==> src/rtl/fir_pkg.sv <==
// Shared constants and sizing helper for the masked FIR filter.
// Accumulator width is chosen so that the full masked sum can never overflow.
package fir_pkg;

    localparam int SHIFT_W        = 5;
    localparam int ADDR_MASK_OFS  = 0;
    localparam int ADDR_SHIFT_OFS = 1;

    function automatic int acc_w(input int data_w, input int coef_w, input int taps);
        int lg;
        lg = 0;
        while ((1 << lg) < taps) lg++;
        return data_w + coef_w + lg;
    endfunction

endpackage

==> src/rtl/masked_fir_filter_if.sv <==
// Configuration bus plus sample/result stream of the masked FIR filter.
// The testbench or upstream logic drives master; the filter uses slave.
interface masked_fir_filter_if #(
    parameter int DATA_W = 8,
    parameter int OUT_W  = 8,
    parameter int CFG_W  = 16,
    parameter int AW     = 4
);
    logic              cfg_we;
    logic              cfg_re;
    logic [AW-1:0]     cfg_addr;
    logic [CFG_W-1:0]  cfg_wdata;
    logic [CFG_W-1:0]  cfg_rdata;
    logic              flush;
    logic              pe_n;
    logic [DATA_W-1:0] sig_in;
    logic              out_vld;
    logic [OUT_W-1:0]  out_data;
    logic              out_sat;

    modport master (
        output cfg_we, cfg_re, cfg_addr, cfg_wdata, flush, pe_n, sig_in,
        input  cfg_rdata, out_vld, out_data, out_sat
    );

    modport slave (
        input  cfg_we, cfg_re, cfg_addr, cfg_wdata, flush, pe_n, sig_in,
        output cfg_rdata, out_vld, out_data, out_sat
    );
endinterface

==> src/rtl/fir_cfg_bank.sv <==
// Coefficient, tap-mask and shift registers with address decode and registered readback.
// A read and a write to the same address in one cycle returns the pre-write value.
module fir_cfg_bank
    import fir_pkg::*;
#(
    parameter int TAPS   = 8,
    parameter int COEF_W = 8,
    parameter int CFG_W  = 16,
    parameter int AW     = $clog2(TAPS + 2)
) (
    input  logic                     clock,
    input  logic                     rst_n,
    input  logic                     cfg_we,
    input  logic                     cfg_re,
    input  logic [AW-1:0]            cfg_addr,
    input  logic [CFG_W-1:0]         cfg_wdata,
    output logic [CFG_W-1:0]         cfg_rdata,
    output logic [TAPS*COEF_W-1:0]   coef,
    output logic [TAPS-1:0]          mask,
    output logic [SHIFT_W-1:0]       shift
);
    localparam logic [AW-1:0] ADDR_MASK  = AW'(TAPS + ADDR_MASK_OFS);
    localparam logic [AW-1:0] ADDR_SHIFT = AW'(TAPS + ADDR_SHIFT_OFS);

    logic [COEF_W-1:0]  coef_reg [TAPS];
    logic [TAPS-1:0]    mask_reg;
    logic [SHIFT_W-1:0] shift_reg;
    logic [CFG_W-1:0]   rdata_reg;
    logic [CFG_W-1:0]   rdata_next;
    logic               unused_wdata;

    assign unused_wdata = ^cfg_wdata;

    always_ff @(posedge clock) begin
        if (!rst_n) begin
            for (int i = 0; i < TAPS; i++) coef_reg[i] <= '0;
            mask_reg  <= '1;
            shift_reg <= '0;
        end else if (cfg_we) begin
            for (int i = 0; i < TAPS; i++)
                if (cfg_addr == AW'(i)) coef_reg[i] <= cfg_wdata[COEF_W-1:0];
            if (cfg_addr == ADDR_MASK)  mask_reg  <= cfg_wdata[TAPS-1:0];
            if (cfg_addr == ADDR_SHIFT) shift_reg <= cfg_wdata[SHIFT_W-1:0];
        end
    end

    // Unmapped addresses fall through to zero.
    always_comb begin
        rdata_next = '0;
        for (int i = 0; i < TAPS; i++)
            if (cfg_addr == AW'(i)) rdata_next = CFG_W'(coef_reg[i]);
        if (cfg_addr == ADDR_MASK)  rdata_next = CFG_W'(mask_reg);
        if (cfg_addr == ADDR_SHIFT) rdata_next = CFG_W'(shift_reg);
    end

    always_ff @(posedge clock) begin
        if (!rst_n)      rdata_reg <= '0;
        else if (cfg_re) rdata_reg <= rdata_next;
    end

    for (genvar gi = 0; gi < TAPS; gi++) begin : g_coef_flat
        assign coef[gi*COEF_W +: COEF_W] = coef_reg[gi];
    end

    assign mask      = mask_reg;
    assign shift     = shift_reg;
    assign cfg_rdata = rdata_reg;

endmodule

==> src/rtl/masked_fir_filter.sv <==
// Streaming unsigned FIR: delay line, masked products, adder tree, round/shift/saturate.
// Sample accepted at edge t yields out_vld at edge t+3.
module masked_fir_filter
    import fir_pkg::*;
#(
    parameter int DATA_W = 8,
    parameter int COEF_W = 8,
    parameter int TAPS   = 8,
    parameter int OUT_W  = 8,
    parameter int CFG_W  = 16,
    parameter int AW     = $clog2(TAPS + 2)
) (
    input logic                clock,
    input logic                rst_n,
    masked_fir_filter_if.slave bus
);
    localparam int ACC_W  = acc_w(DATA_W, COEF_W, TAPS);
    localparam int PROD_W = DATA_W + COEF_W;

    logic [TAPS*COEF_W-1:0] coef_flat;
    logic [TAPS-1:0]        mask;
    logic [SHIFT_W-1:0]     shift;
    logic [CFG_W-1:0]       cfg_rdata;
    logic [COEF_W-1:0]      coef_unpacked [TAPS];

    fir_cfg_bank #(
        .TAPS(TAPS), .COEF_W(COEF_W), .CFG_W(CFG_W), .AW(AW)
    ) u_cfg_bank (
        .clock     (clock),
        .rst_n     (rst_n),
        .cfg_we    (bus.cfg_we),
        .cfg_re    (bus.cfg_re),
        .cfg_addr  (bus.cfg_addr),
        .cfg_wdata (bus.cfg_wdata),
        .cfg_rdata (cfg_rdata),
        .coef      (coef_flat),
        .mask      (mask),
        .shift     (shift)
    );

    assign bus.cfg_rdata = cfg_rdata;

    for (genvar gi = 0; gi < TAPS; gi++) begin : g_coef_split
        assign coef_unpacked[gi] = coef_flat[gi*COEF_W +: COEF_W];
    end

    logic                accept;
    logic [DATA_W-1:0]   x_reg [TAPS];
    logic [COEF_W-1:0]   coef_d_reg [TAPS];
    logic [TAPS-1:0]     mask_d_reg;
    logic [SHIFT_W-1:0]  shift_d_reg, shift_s1_reg, shift_s2_reg;
    logic [PROD_W-1:0]   prod_reg [TAPS];
    logic [ACC_W-1:0]    sum_reg, sum_next;
    logic                v0_reg, v1_reg, v2_reg;
    logic                out_vld_reg, out_sat_reg;
    logic [OUT_W-1:0]    out_data_reg;

    assign accept = !bus.pe_n && !bus.flush;

    // Config copy lags the live registers by one edge, so a sample accepted on the
    // same edge as a write is multiplied by the pre-write values.
    always_ff @(posedge clock) begin
        if (!rst_n) begin
            for (int i = 0; i < TAPS; i++) coef_d_reg[i] <= '0;
            mask_d_reg  <= '1;
            shift_d_reg <= '0;
        end else begin
            for (int i = 0; i < TAPS; i++) coef_d_reg[i] <= coef_unpacked[i];
            mask_d_reg  <= mask;
            shift_d_reg <= shift;
        end
    end

    always_comb begin
        sum_next = '0;
        for (int i = 0; i < TAPS; i++) sum_next = sum_next + ACC_W'(prod_reg[i]);
    end

    logic [SHIFT_W-1:0] s_eff;
    logic [ACC_W:0]     rounded;
    logic               sat_next;
    logic [OUT_W-1:0]   out_next;

    always_comb begin
        s_eff = shift_s2_reg;
        if (int'(shift_s2_reg) > ACC_W - 1) s_eff = SHIFT_W'(ACC_W - 1);
        if (s_eff == '0)
            rounded = {1'b0, sum_reg};
        else
            rounded = ({1'b0, sum_reg} + ((ACC_W + 1)'(1) << (s_eff - SHIFT_W'(1)))) >> s_eff;
        sat_next = |rounded[ACC_W:OUT_W];
        out_next = sat_next ? '1 : rounded[OUT_W-1:0];
    end

    always_ff @(posedge clock) begin
        if (!rst_n) begin
            for (int i = 0; i < TAPS; i++) begin
                x_reg[i]    <= '0;
                prod_reg[i] <= '0;
            end
            shift_s1_reg <= '0;
            shift_s2_reg <= '0;
            sum_reg      <= '0;
            v0_reg       <= 1'b0;
            v1_reg       <= 1'b0;
            v2_reg       <= 1'b0;
            out_vld_reg  <= 1'b0;
            out_data_reg <= '0;
            out_sat_reg  <= 1'b0;
        end else begin
            if (bus.flush) begin
                for (int i = 0; i < TAPS; i++) x_reg[i] <= '0;
            end else if (accept) begin
                x_reg[0] <= bus.sig_in;
                for (int i = 1; i < TAPS; i++) x_reg[i] <= x_reg[i-1];
            end
            for (int i = 0; i < TAPS; i++)
                prod_reg[i] <= mask_d_reg[i] ? PROD_W'(coef_d_reg[i]) * PROD_W'(x_reg[i]) : '0;
            shift_s1_reg <= shift_d_reg;
            shift_s2_reg <= shift_s1_reg;
            sum_reg      <= sum_next;
            v0_reg       <= accept;
            v1_reg       <= v0_reg && !bus.flush;
            v2_reg       <= v1_reg && !bus.flush;
            out_vld_reg  <= v2_reg && !bus.flush;
            if (v2_reg && !bus.flush) begin
                out_data_reg <= out_next;
                out_sat_reg  <= sat_next;
            end
        end
    end

    assign bus.out_vld  = out_vld_reg;
    assign bus.out_data = out_data_reg;
    assign bus.out_sat  = out_sat_reg;

endmodule

==> src/flat_wrapper.sv <==
// flat-port wrapper written by rule: the top's interface ports become plain ports
module masked_fir_filter_flat import fir_pkg::*;
#(
    parameter int DATA_W = 8,
    parameter int COEF_W = 8,
    parameter int TAPS   = 8,
    parameter int OUT_W  = 8,
    parameter int CFG_W  = 16,
    parameter int AW     = $clog2(TAPS + 2)
)
  (clock, rst_n, bus_cfg_we, bus_cfg_re, bus_cfg_addr, bus_cfg_wdata, bus_flush, bus_pe_n, bus_sig_in, bus_cfg_rdata, bus_out_vld, bus_out_data, bus_out_sat);
  masked_fir_filter_if #(.DATA_W(DATA_W), .OUT_W(OUT_W), .CFG_W(CFG_W), .AW(AW)) bus_i ();
  input logic clock;
  input logic rst_n;
  input wire logic [$bits(bus_i.cfg_we)-1:0] bus_cfg_we;
  input wire logic [$bits(bus_i.cfg_re)-1:0] bus_cfg_re;
  input wire logic [$bits(bus_i.cfg_addr)-1:0] bus_cfg_addr;
  input wire logic [$bits(bus_i.cfg_wdata)-1:0] bus_cfg_wdata;
  input wire logic [$bits(bus_i.flush)-1:0] bus_flush;
  input wire logic [$bits(bus_i.pe_n)-1:0] bus_pe_n;
  input wire logic [$bits(bus_i.sig_in)-1:0] bus_sig_in;
  output wire logic [$bits(bus_i.cfg_rdata)-1:0] bus_cfg_rdata;
  output wire logic [$bits(bus_i.out_vld)-1:0] bus_out_vld;
  output wire logic [$bits(bus_i.out_data)-1:0] bus_out_data;
  output wire logic [$bits(bus_i.out_sat)-1:0] bus_out_sat;
  assign bus_i.cfg_we = bus_cfg_we;
  assign bus_i.cfg_re = bus_cfg_re;
  assign bus_i.cfg_addr = bus_cfg_addr;
  assign bus_i.cfg_wdata = bus_cfg_wdata;
  assign bus_i.flush = bus_flush;
  assign bus_i.pe_n = bus_pe_n;
  assign bus_i.sig_in = bus_sig_in;
  assign bus_cfg_rdata = bus_i.cfg_rdata;
  assign bus_out_vld = bus_i.out_vld;
  assign bus_out_data = bus_i.out_data;
  assign bus_out_sat = bus_i.out_sat;
  masked_fir_filter #(.DATA_W(DATA_W), .COEF_W(COEF_W), .TAPS(TAPS), .OUT_W(OUT_W), .CFG_W(CFG_W), .AW(AW)) u_core (.clock(clock), .rst_n(rst_n), .bus(bus_i));
endmodule
==> config.mk <==
export PLATFORM = sky130hd
export DESIGN_NAME = masked_fir_filter_flat
export DESIGN_NICKNAME = d
export VERILOG_FILES = /design/src/rtl/fir_pkg.sv /design/src/rtl/masked_fir_filter_if.sv /design/src/rtl/fir_cfg_bank.sv /design/src/rtl/masked_fir_filter.sv /design/src/flat_wrapper.sv
export SDC_FILE = /design/constraint.sdc
export NUM_CORES = 2
export LEC_CHECK = 0
export BUFFER_PORTS_ARGS = -buffer_cell sky130_fd_sc_hd__buf_4
export CORE_ASPECT_RATIO = 1.4
export CORE_UTILIZATION = 54
export CTS_CLUSTER_DIAMETER = 80
export CTS_CLUSTER_SIZE = 28
export DETAILED_ROUTE_END_ITERATION = 8
export GPL_TIMING_DRIVEN = 0
export PLACE_DENSITY = 0.68
export SETUP_SLACK_MARGIN = 0.3
export SYNTH_ARGS = -nofsm -noshare
export SYNTH_HDL_FRONTEND = slang
export SYNTH_SLANG_ARGS = --single-unit
==> constraint.sdc <==
create_clock -name clock -period 11.94 [get_ports clock]
set_input_delay 1.194 -clock clock [delete_from_list [all_inputs] [get_ports clock]]
set_output_delay 1.194 -clock clock [all_outputs]
set_load 0.05 [all_outputs]
==> Word level (Yosys, flattened, before mapping) <==
Memories as Yosys holds them, arrays and structs flattened.
Cells that the tools add are included.
{ "word_totals": {"regBits": 84, "ram_bits": 320, "input_bits": 34, "output_inout_bits": 26, "elab_cells": 200, "n_memories": 4} }
{ "mem_list": {"columns": ["memory", "words", "width", "rd", "rd_ports_with_merged_regs", "write_ports", "line", "rtl"], "rows": [
  ["u_core.prod_reg", 8, 16, 8, 0, 8, "masked_fir_filter.sv:52", "logic [PROD_W-1:0] prod_reg [TAPS];"],
  ["u_core.coef_d_reg", 8, 8, 8, 0, 8, "masked_fir_filter.sv:49", "logic [COEF_W-1:0] coef_d_reg [TAPS];"],
  ["u_core.u_cfg_bank.coef_reg", 8, 8, 8, 0, 8, "fir_cfg_bank.sv:25", "logic [COEF_W-1:0] coef_reg [TAPS];"],
  ["u_core.x_reg", 8, 8, 8, 0, 8, "masked_fir_filter.sv:48", "logic [DATA_W-1:0] x_reg [TAPS];"]
]} }
{ "op_classes": {"n_addsub": 9, "n_mul": 8, "n_lt_le_gt_ge": 1, "n_eq_ne": 9, "shift": 2, "mux": 102, "bitwise_logic": 40, "n_reduce_logical": 11} }
{ "ops": {"columns": ["cell", "count"], "rows": [
  ["two-way mux 16 bit", 25],
  ["two-way mux 8 bit", 34],
  ["multiplier 8 x 8 -> 16 bit", 8],
  ["adder 19 x 16 -> 19 bit", 6],
  ["two-way mux 1 bit", 41],
  ["bitwise OR 1 bit", 40],
  ["adder 19 x 20 -> 20 bit", 1],
  ["two-way mux 20 bit", 1],
  ["left shift 1 x 5 -> 20 bit, first input constant", 1],
  [">> shifter 20 x 5 -> 20 bit", 1],
  ["adder 16 x 16 -> 17 bit", 1],
  ["== test 4 x 3 -> 1 bit, second input constant", 4],
  ["OR reduction 12 bit", 1],
  ["== test 4 x 2 -> 1 bit, second input constant", 2],
  ["== test 4 bit, second input constant", 2],
  ["greater-than comparator 5 bit, second input constant", 1],
  ["zero test 5 bit", 1],
  ["two-way mux 5 bit", 1],
  ["subtractor 5 x 1 -> 5 bit, second input constant", 1],
  ["== test 4 x 1 -> 1 bit, second input constant", 1],
  ["logical AND 1 bit", 4],
  ["zero test 4 bit", 1],
  ["AND reduction 2 bit", 2],
  ["zero test 1 bit", 2]
]} }

==> Longest topological paths before layout <==
{ "logic_depth": {"depth_word": 11, "depth_mapped": 29, "ltp_nobuf": 29} }

==> Cells and area by module <==
A second synthesis with hierarchy kept.
{ "unflattened": {"cells_unflattened": 3628, "hier_area_um2": 34210.3} }
{ "modules_own_cells": {"columns": ["module", "n_inst", "cells_per_inst", "area_per_inst_um2", "seq_area_each_um2"], "rows": [
  ["masked_fir_filter", 1, 3272, 30309.1, 6786.5],
  ["fir_cfg_bank", 1, 356, 3901.2, 2342.2]
]} }

==> Least setup slack after synthesis <==
OpenSTA, ideal clock, no wires.
{ "synth_path": {"kind": "reg2reg", "startpoint": "mem u_core.prod_reg[0][0] (netlist name)", "endpoint": "reg u_core.sum_reg[15]", "setup_time_ns": 0.116, "t_arrival_ns": 5.655, "required_time_ns": 11.824, "slack_ns": 6.170, "path_stages_with_launch": 27, "n_path_buf": 0, "period_less_slack_ns": 5.770, "path_cell_list": "dfxtp_1 > ha_1 > inv_1 > fa_1 > nor2b_1 > o21ai_0 > a21boi_0 > o21ai_0 > a21oi_1 > o21ai_0 > a21boi_0 > o21ai_0 > nor2b_1 > xnor2_1 > fa_1 > inv_1 > fa_1 > fa_1 > fa_1 > inv_1 > ha_1 > o21a_1 > o31a_1 > o41ai_1 > nor2_1 > a2111o_1 > and3b_1"} }
{ "synth_lines": {"columns": ["element", "line", "rtl"], "rows": [
  ["start, declared", "masked_fir_filter.sv:52", null],
  ["end signal, assigned", "masked_fir_filter.sv:121", "sum_reg <= sum_next;"],
  ["end, declared", "masked_fir_filter.sv:53", "logic [ACC_W-1:0] sum_reg, sum_next;"]
]} }

==> flow_metrics.env <==
export IMPL_die_width_um=212
export IMPL_final_setup_skew_ns=0.0273
export IMPL_synth_top_area_share_pct=22.0
export IMPL_fp_row_count=107
export IMPL_design_core_area_um2=61000
export IMPL_worstSkewPairLatency_ns=0.59
export IMPL_grt_max_degree=30
export IMPL_number_of_sinks_driven_by_the_clock_tree=396
export IMPL_vdd_drop_max_v=0.0000924
export IMPL_simple_gate_share_of_the_synthesized_area_pct=18.7
export IMPL_wire_length_of_the_first_global_routing_pass_um=135000
export IMPL_power_density_cell_area_nw_per_um2=75.4
export IMPL_number_of_buffers_added_on_ports=41
export IMPL_cp_max_fo=5
export IMPL_power_frac_seq_pct=54.4
export IMPL_synth_fa_ha_area_share_pct=34.9
export IMPL_final_period_minus_worst_setup_slack_ns=6.79
export IMPL_power_internal_mw=1.92
export IMPL_crit_path_start_kind="flop"
export IMPL_initial_utilization_pct=54.9
export IMPL_yosys_cell_count_top_type="sky130_fd_sc_hd__inv_1"
export IMPL_synth_seq_area_share_pct=26.1
export IMPL_max_slew_worst_pin_slew_ns=1.33
export IMPL_relSlewSlack_pct=11.3
export IMPL_post_drt_wl_per_cell_um=19.1
export IMPL_synth_compound_gate_area_share_pct=7.63
export IMPL_synthDistinctLibCells=73
export IMPL_holdWs_ns=0.442
export IMPL_clk_pin_slew_worst_paths_ns=0.10
export IMPL_p_sw_uw=772
export IMPL_ctsLongestPathBuffers=3
export IMPL_final_layout_size_suffix_gt1_share_pct=4.54
export IMPL_grt_overflow=0
export IMPL_post_synth_main_area_contributors="sky130_fd_sc_hd__fa_1, sky130_fd_sc_hd__dfxtp_1, sky130_fd_sc_hd__ha_1"
export IMPL_post_route_clock_period_utilization_pct=56.9
export IMPL_synth_warnings=0
export IMPL_ys_top_cells_by_count="sky130_fd_sc_hd__inv_1, sky130_fd_sc_hd__and2_1, sky130_fd_sc_hd__fa_1"
export IMPL_synthesis_area_per_instance_um2=9.39
export IMPL_hold_viol_final=0
export IMPL_maxCapViolCount=0
export IMPL_final_cell_count_no_fill=4475
export IMPL_global_route_usage_total_pct=28.2
export IMPL_via_density_per_instance=5.42
export IMPL_synth_top_cell_by_area="sky130_fd_sc_hd__fa_1"
export IMPL_synth_seq_cells=396
export IMPL_fin_setup_tns_ns=0
export IMPL_clockPowerShare_pct=33.4
export IMPL_post_synth_inst_count=3567
export IMPL_critical_path_arrival_ns=7.27
export IMPL_largest_register_ff_count=128
export IMPL_clock_tree_root_cell="sky130_fd_sc_hd__clkbuf_16"
export IMPL_p_sw_share_pct=28.7
export IMPL_route_final_wire_length_um=85500
export IMPL_drc_errors=0
export IMPL_hold_path_class="flop to flop"
export IMPL_achievable_frequency_mhz=147
export IMPL_dominantRegCellSynth="sky130_fd_sc_hd__dfxtp_1"
export IMPL_outcome="complete, no violations"
export IMPL_synth_edff_count=80
export IMPL_globalplace_congestion=1.04
export IMPL_flow_area_growth_from_synthesis_pct=6.48
export IMPL_post_synth_instance_area_um2=33500
export IMPL_fin_nets=4389
export IMPL_drt_initial_drc_count=1294
export IMPL_cts_tree="done"
export IMPL_die_y_um=297
export IMPL_placed_cells_incl_taps=4433
export IMPL_cp_end_kind="flop"
export IMPL_vias_in_the_first_global_route=25110
export IMPL_detailed_place_hpwl_um=70800
export IMPL_hold_buffers=0
export IMPL_post_cts_resize_count=0
export IMPL_synth_xor_area_share_pct=2.61
export IMPL_initial_antenna_violation_count=5
export IMPL_worst_setup_path_type="flop to flop"
export IMPL_comb_power_share_pct=12.2
export IMPL_finalSetupViolCount=0
export IMPL_leakagePower_nw=17.3
export IMPL_cts_buffers_inserted=22
export IMPL_fillCellCount=5539
export IMPL_residual_antenna_violating_net_count_after_detailed_routing=0
export IMPL_design_portCount=60
export IMPL_dr_total_vias=24236
export IMPL_number_of_max_slew_violations_in_the_final_report=0
export IMPL_design_die_area_um2=63000
export IMPL_synth_top_family_by_area="adder cells"
export IMPL_drt_pass1_iterations=5
export IMPL_clock_tree_htree_level_count=1
export IMPL_timing_critical_path_required_ns=12.41
export IMPL_asyncSetResetFlopFracSynth_pct=0
export IMPL_yosys_mux_area_fraction_pct=2.74
export IMPL_post_cts_setup_buffers=0
export IMPL_rsz0062_at_grt="no"
## critical path, stage by stage, from the launching register on
cell and delay [ns]:
sky130_fd_sc_hd__dfxtp_1 0.36, sky130_fd_sc_hd__ha_1 0.17, sky130_fd_sc_hd__inv_1 0.05, sky130_fd_sc_hd__fa_1 0.39, sky130_fd_sc_hd__nor2b_1 0.11, sky130_fd_sc_hd__o21ai_0 0.11
sky130_fd_sc_hd__a21boi_0 0.21, sky130_fd_sc_hd__o21ai_0 0.13, sky130_fd_sc_hd__a21oi_1 0.20, sky130_fd_sc_hd__o21ai_0 0.12, sky130_fd_sc_hd__a21boi_0 0.26, sky130_fd_sc_hd__o21ai_0 0.15
sky130_fd_sc_hd__nor2b_1 0.16, sky130_fd_sc_hd__xnor2_1 0.32, sky130_fd_sc_hd__fa_1 0.48, sky130_fd_sc_hd__inv_1 0.17, sky130_fd_sc_hd__fa_1 0.46, sky130_fd_sc_hd__fa_1 0.46
sky130_fd_sc_hd__fa_1 0.49, sky130_fd_sc_hd__inv_1 0.05, sky130_fd_sc_hd__ha_1 0.33, sky130_fd_sc_hd__o21a_1 0.13, sky130_fd_sc_hd__o31a_1 0.12, sky130_fd_sc_hd__o41ai_1 0.57
sky130_fd_sc_hd__nor2_1 0.11, sky130_fd_sc_hd__a2111o_1 0.41, sky130_fd_sc_hd__and3b_1 0.17
## cells by family after synthesis
family | Yosys count
AO/OA/AOI/OAI | 407
XOR/XNOR | 100
adder cells (fa/ha/maj) | 714
buffers and inverters | 642
flip-flops | 396
multiplexers | 84
other | 1
AND/OR/NAND/NOR | 1223
## final timing paths
check,start,to,slack (ns),depth (start not counted)
worst min register to register,u_core.shift_s1_reg[3],u_core.shift_s2_reg[3],0.44,1
worst max register to register,u_core.prod_reg[0][0],u_core.sum_reg[15],5.15,26
worst max-delay path,u_core.prod_reg[0][0],u_core.sum_reg[15],5.15,26
worst min-delay path,u_core.shift_s1_reg[3],u_core.shift_s2_reg[3],0.44,1
## metrics by stage
| stage | power [mW] | area (um2) | worst slack, ns | util, % |
|---|---|---|---|---|
| after CTS | 2.70 | 35600 | 5.22 | 58.4 |
| after detailed placement | 1.82 | 34900 | 5.25 | 57.1 |
| after floorplan | 1.69 | 33500 | 6.17 | - |
| after global routing | 2.79 | 35700 | 4.62 | 58.4 |
| final | 2.69 | 35700 | 5.15 | 58.4 |
| after global placement | 1.81 | 34900 | 5.32 | 57.1 |
## layer usage
layer	share of wire [%]	wire length (um)	vias to the layer above	track usage, %
met5	0.077	66	-	0
met4	6.4	5510	10	15.8
met3	4.0	3410	207	2.65
met2	51	43900	555	51.5
met1	38	32600	11928	32.0
li1	-	-	11536	-
## cells in the final DEF, fill, tap and decap left out, drive strengths merged, types with 12 or more instances in the layout
master,synthesis,final
nor2,194,194
nor2b,25,25
o21a,15,15
ha,346,346
mux2i,22,22
a21boi,29,29
clkbuf,83,112
nand2,329,329
and2,462,462
xnor2,54,54
a22oi,14,14
a21o,23,23
inv,540,545
a21oi,111,111
mux2,62,62
edfxtp,80,80
nand3,23,23
or3,18,18
o21ai,114,114
xor2,46,46
a31oi,22,22
nor3,70,70
fa,368,368
a211oi,12,12
nand2b,38,38
and3,30,30
o211ai,15,15
dfxtp,316,316
buf,19,61
## power groups by stage
stage / Combinational [mW] / Clock (mW) / Sequential, mW
final: 0.328 / 0.897 / 1.46
after global routing: 0.365 / 0.959 / 1.47
after CTS: 0.328 / 0.908 / 1.46
after detailed placement: 0.326 / 0 / 1.49
after global placement: 0.321 / 0 / 1.49
after floorplan: 0.223 / 0 / 1.47
## area by class of cell
type | instances | area, um2 | share of cell area, %
diodes | 1 | 2.50 | 0.00702
clock buffers | 29 | 598 | 1.68
clock inverters | 11 | 178 | 0.498
well taps | 817 | 1020 | 2.87
flip-flops and latches | 396 | 8730 | 24.5
repair buffers | 42 | 335 | 0.940
inverters | 540 | 2030 | 5.68
plain buffers | 102 | 423 | 1.19
multi-input cells | 2537 | 22400 | 62.7
Note: power is estimated with default switching activity, not from simulation.
